## src/rtl/frame_downscale_2x.sv

```systemverilog
`default_nettype none
// ============================================================================
// Module      : frame_downscale_2x
// Description : Streaming 2x2 box-average decimator. Consumes a raster-order
//               pixel stream (FRAME_WIDTH x FRAME_HEIGHT) and emits one
//               rounded average per 2x2 block, tagged with its destination
//               coordinate.
// Ports       : clk_fpga      - clock, rising edge
//               reset_fpga    - asynchronous active-low reset
//               wen           - input pixel valid
//               sof           - start of frame (qualified by wen)
//               pixel         - source pixel
//               o_valid       - one-cycle pulse per completed 2x2 block
//               o_pixel       - averaged pixel, round half up
//               o_xcoord      - destination column
//               o_ycoord      - destination row
//               o_frame_done  - pulses with the frame's last output
//               o_sync_err    - sof seen while source counters not at (0,0)
// Revision    : 1.0 - initial release
// ============================================================================
module frame_downscale_2x #(
    parameter int DATA_WIDTH   = 8,
    parameter int COORD_WIDTH  = 16,
    parameter int FRAME_WIDTH  = 10,
    parameter int FRAME_HEIGHT = 10
) (
    input  logic                   clk_fpga,
    input  logic                   reset_fpga,
    input  logic                   wen,
    input  logic                   sof,
    input  logic [DATA_WIDTH-1:0]  pixel,
    output logic                   o_valid,
    output logic [DATA_WIDTH-1:0]  o_pixel,
    output logic [COORD_WIDTH-1:0] o_xcoord,
    output logic [COORD_WIDTH-1:0] o_ycoord,
    output logic                   o_frame_done,
    output logic                   o_sync_err
);

    localparam int LB_DEPTH = FRAME_WIDTH / 2;
    localparam int LB_AW    = (LB_DEPTH > 1) ? $clog2(LB_DEPTH) : 1;

    localparam logic [COORD_WIDTH-1:0]  C_SX_LAST = COORD_WIDTH'(FRAME_WIDTH - 1);
    localparam logic [COORD_WIDTH-1:0]  C_SY_LAST = COORD_WIDTH'(FRAME_HEIGHT - 1);
    localparam logic [COORD_WIDTH-1:0]  C_ONE     = COORD_WIDTH'(1);
    localparam logic [DATA_WIDTH+1:0]   C_ROUND   = (DATA_WIDTH + 2)'(2);

    logic [COORD_WIDTH-1:0] r_sx;
    logic [COORD_WIDTH-1:0] r_sy;
    logic [DATA_WIDTH-1:0]  r_pair;
    logic [DATA_WIDTH:0]    r_linebuf [LB_DEPTH];

    logic [COORD_WIDTH-1:0] w_sx;
    logic [COORD_WIDTH-1:0] w_sy;
    logic [LB_AW-1:0]       w_lb_idx;
    logic [DATA_WIDTH:0]    w_pair_sum;
    logic [DATA_WIDTH:0]    w_lb_rd;
    logic [DATA_WIDTH+1:0]  w_total_rnd;
    logic [DATA_WIDTH-1:0]  w_avg;
    logic                   w_not_origin;
    logic                   w_sx_last;
    logic                   w_sy_last;

    // A sof-qualified pixel is always treated as source (0,0), so the
    // effective position overrides the running counters for this pixel.
    assign w_sx         = sof ? '0 : r_sx;
    assign w_sy         = sof ? '0 : r_sy;
    assign w_not_origin = (r_sx != '0) || (r_sy != '0);
    assign w_sx_last    = (w_sx == C_SX_LAST);
    assign w_sy_last    = (w_sy == C_SY_LAST);

    assign w_lb_idx    = w_sx[LB_AW:1];
    assign w_pair_sum  = {1'b0, r_pair} + {1'b0, pixel};
    assign w_lb_rd     = r_linebuf[w_lb_idx];
    // Max total is 4*(2^DATA_WIDTH-1)+2, which still fits in DATA_WIDTH+2 bits.
    assign w_total_rnd = {1'b0, w_lb_rd} + {1'b0, w_pair_sum} + C_ROUND;
    assign w_avg       = DATA_WIDTH'(w_total_rnd >> 2);

    always_ff @(posedge clk_fpga or negedge reset_fpga) begin
        if (!reset_fpga) begin
            r_sx         <= '0;
            r_sy         <= '0;
            r_pair       <= '0;
            o_valid      <= 1'b0;
            o_pixel      <= '0;
            o_xcoord     <= '0;
            o_ycoord     <= '0;
            o_frame_done <= 1'b0;
            o_sync_err   <= 1'b0;
        end else begin
            o_valid      <= 1'b0;
            o_frame_done <= 1'b0;
            o_sync_err   <= 1'b0;
            if (wen) begin
                o_sync_err <= sof && w_not_origin;

                if (!w_sx[0]) begin
                    r_pair <= pixel;
                end else if (w_sy[0]) begin
                    o_valid      <= 1'b1;
                    o_pixel      <= w_avg;
                    o_xcoord     <= w_sx >> 1;
                    o_ycoord     <= w_sy >> 1;
                    o_frame_done <= w_sx_last && w_sy_last;
                end

                if (w_sx_last) begin
                    r_sx <= '0;
                    r_sy <= w_sy_last ? '0 : (w_sy + C_ONE);
                end else begin
                    r_sx <= w_sx + C_ONE;
                    r_sy <= w_sy;
                end
            end
        end
    end

    // Line buffer holds the horizontal pair sums of the even row; it is
    // fully rewritten on every even row, so it needs no reset.
    always_ff @(posedge clk_fpga) begin
        if (wen && w_sx[0] && !w_sy[0]) begin
            r_linebuf[w_lb_idx] <= w_pair_sum;
        end
    end

endmodule
`default_nettype wire

```

## config.mk

```make
export PLATFORM = sky130hd
export DESIGN_NAME = frame_downscale_2x
export DESIGN_NICKNAME = d
export VERILOG_FILES = /design/src/rtl/frame_downscale_2x.sv
export SDC_FILE = /design/constraint.sdc
export NUM_CORES = 1
export LEC_CHECK = 0
export CORE_ASPECT_RATIO = 1.75
export CORE_UTILIZATION = 40
export DETAILED_ROUTE_END_ITERATION = 10
export PLACE_DENSITY = 0.7
export REMOVE_ABC_BUFFERS = 1
export SYNTH_ARGS = -nofsm -noshare
export SYNTH_HDL_FRONTEND = slang
export SYNTH_SLANG_ARGS = --single-unit
```

## constraint.sdc

```tcl
create_clock -name clk_fpga -period 3.7 [get_ports clk_fpga]
set_clock_uncertainty 0.05 [all_clocks]
set_input_delay 0.555 -clock clk_fpga [delete_from_list [all_inputs] [get_ports clk_fpga]]
set_output_delay 0.555 -clock clk_fpga [all_outputs]
set_load 0.005 [all_outputs]
```

==> metrics.cfg <==
[power_and_ir_drop]
cellLeakagePower_uw=0.003357
peakVddDrop_mv=0.3476
p_per_area_nw_per_um2=573.7
p_total_uw=4631

[detailed_routing]
drt_iter0_drc=228
vias=5101
ant_nets=0
drt-vias-per-instance=5.668
drc_errors=0
routedWlPerCell_um=17.69
dr.pass1.iters=5
finalWirelength_um=15920

[worst_setup_path]
worstSetupStartpointType=input port
end_kind=flop
path_class=in2reg
crit_required_ns=3.92
worst-path-max-fanout=3
cp.arrival_ns=3.73

[sta]
slew_viol_final=0
clock.fmax_mhz=285.1
finalCritPeriodShare_pct=94.80
layout_min_cycle_time_ns=3.508
slew_headroom_pct=29.56
rsz0062_at_grt=true
tightest_slew_ns=1.057
setup_violations=0
finalHoldViolCount=0

[cells_and_area]
drive_gt1_share_pct=17.65
fin_nets=742
n_antenna_cell=0
area_growth_pct=26.78
final_cell_mix=nand2_1, dfrtp_1, o21ai_0, buf_4, clkdlybuf4s50_1
final_common_cell=nand2_1
stdcell_count=900

[logic_synthesis]
synth_seq_area_share_pct=53.06
synthCells=603
synth-edff-count=45
ys_warn_count=0
netlist_area_um2=6367
synth_flop_cell=dfrtp_1
async_flop_share_pct=64.29
syn_area_per_cell_um2=10.56
synth_cell_types=59
ys_seq_elements=126

[floorplanning]
die_h_um=168.9
start_util_pct=41.17
dieArea_um2=16450
num_io_pins=55
die_w_um=97.38
core_area_um2=15460
num_rows=60

[clock_tree]
cts.sinks=126
cts_tree=built
ctsHtreeMaxLevel=4
clk_latency_ns=0.42
tritoncts.num_buffers=17
ctsLongestPathBuffers=2
clk_pin_slew_worst_paths_ns=0.06
cts_root_buf=clkbuf_16
postCtsHoldBufs=0

[placed_design]
dp.final_hpwl_um=11240
dp_cells=865
gp_congestion=0.9362
portBuffers=52

[global_route]
gr-total-overflow=0
antenna_found_initial=0
grt_usage_pct=20.12
grt_pass1_vias=5276
grt_max_degree=82
grt_pass1_wl_um=26190

[status]
status=finished, final reports clean

[worst_hold_path]
hold_class=in2async

[flow_run]
cap_violations=0

-- per-stage QoR --
step,instance area [µm²],setup WS [ns],utilization [%],TNS (ns),hold WS (ns)
2_1_floorplan,6240,0.2106,-,0,0.2094
3_3_place_gp,7408,-0.4173,47.90,-1.181,0.4001
3_5_place_dp,7408,-0.5159,47.90,-1.612,0.4155
4_1_cts,8009,0.03344,51.79,0,0.3172
5_1_grt,8073,-0.06671,52.20,-0.06671,0.3788
6_report,8073,0.1922,52.20,0,0.2813
-- final timing paths --
kind | startpoint | end | slack [ns] | depth (start not counted)
setup / recovery | pixel[1] | o_pixel[6]$_DFFE_PN0P_ | 0.19 | 15
hold / removal | reset_fpga | r_sx[15]$_DFFE_PN0P_ | 0.28 | 1
setup reg to reg | r_sx[2]$_DFFE_PN0P_ | o_pixel[6]$_DFFE_PN0P_ | 0.34 | 15
hold reg to reg | o_xcoord[10]$_DFFE_PN0P_ | o_xcoord[10]$_DFFE_PN0P_ | 0.42 | 2
max in group asynchronous | reset_fpga | o_pixel[7]$_DFFE_PN0P_ | 2.64 | 1
min in group clk_fpga | o_xcoord[10]$_DFFE_PN0P_ | o_xcoord[10]$_DFFE_PN0P_ | 0.42 | 2
-- layout make-up --
class / instances / area (µm²)
Clock buffer: 19 / 442.9
Clock inverter: 13 / 146.4
Fill cell: 1353 / 7392
Inverter: 16 / 60.06
Multi-Input combinational cell: 430 / 2856
Sequential cell: 126 / 3378
Tap cell: 186 / 232.7
Timing Repair Buffer: 110 / 955.9
-- flip-flops by register name (all words and copies together), names as in the netlist --
register,flops
o_frame_done,1
o_pixel,8
o_sync_err,1
o_valid,1
o_xcoord,15
o_ycoord,15
r_linebuf,45
r_pair,8
r_sx,16
r_sy,16
-- power breakdown --
part / leakage [µW] / switching (µW) / internal [µW]
combinational: 0.00156 / 683 / 681
sequential: 0.00151 / 41.3 / 1550
clock: 0.000279 / 608 / 1060
total: 0.00336 / 1330 / 3300
-- cell usage after synthesis, types with 4 or more instances --
master | n | area [µm²]
a22o_1 | 4 | 35.03
nand2b_1 | 6 | 37.54
clkbuf_1 | 21 | 78.83
nor3_1 | 17 | 85.08
xor2_1 | 4 | 35.03
dfrtp_1 | 81 | 2027
o31ai_1 | 7 | 52.55
a21o_1 | 7 | 52.55
buf_1 | 6 | 22.52
o21ai_0 | 63 | 315.3
and3_1 | 6 | 37.54
a21oi_1 | 24 | 120.1
nor4_4 | 4 | 85.08
o2bb2ai_1 | 6 | 52.55
edfxtp_1 | 45 | 1351
ha_1 | 27 | 337.8
nand2_1 | 86 | 322.8
mux2_2 | 19 | 214.0
mux2i_1 | 8 | 80.08
and2_1 | 4 | 25.02
o22ai_1 | 4 | 25.02
nor2b_1 | 17 | 106.4
xnor2_1 | 10 | 87.58
a32o_1 | 6 | 60.06
nor2_1 | 37 | 138.9
nand4_1 | 6 | 37.54
nand3_1 | 11 | 55.05
nor4_1 | 7 | 43.79
a211oi_1 | 4 | 30.03
inv_1 | 16 | 60.06
-- cells by family (layout without fill, tap and decap cells) --
logic type / Yosys count / in the layout / synth area share [%]
AO/OA/AOI/OAI: 143 / 143 / 14.15
adder cells (fa/ha/maj): 29 / 29 / 5.934
buffers and inverters: 48 / 158 / 3.006
AND/OR/NAND/NOR: 215 / 215 / 17.25
other: 1 / 2 / 0.05889
XOR/XNOR: 14 / 14 / 1.926
multiplexers: 27 / 27 / 4.618
flip-flops: 126 / 126 / 53.06
-- what timing repair did --
| action | CTS | global route |
|---|---|---|
| setup buffers | 0 | 3 |
| pin swaps | 0 | 4 |
| gates resized for setup | 2 | 8 |
| endpoints found under the setup margin | 1 | 3 |
-- critical path, stage by stage --
cell             delay (ns)
clkdlybuf4s50_1        0.43
ha_1                   0.31
a21o_1                 0.17
a21oi_1                0.19
o21ai_0                0.18
o41ai_2                0.26
xnor2_1                0.23
ha_1                   0.30
ha_1                   0.33
a21oi_1                0.17
o21ai_0                0.11
a31oi_1                0.14
o21ai_0                0.13
xnor2_1                0.15
o21ai_0                0.08
-- layer usage --
layer	track usage, %	routed length (µm)	vias to the layer above
met5	0	0	-
met4	10.17	697	0
met3	3.922	569	63
met2	38.25	8783	162
met1	20.59	5870	2495
li1	-	-	2381
(Power assumes the default switching activity.)
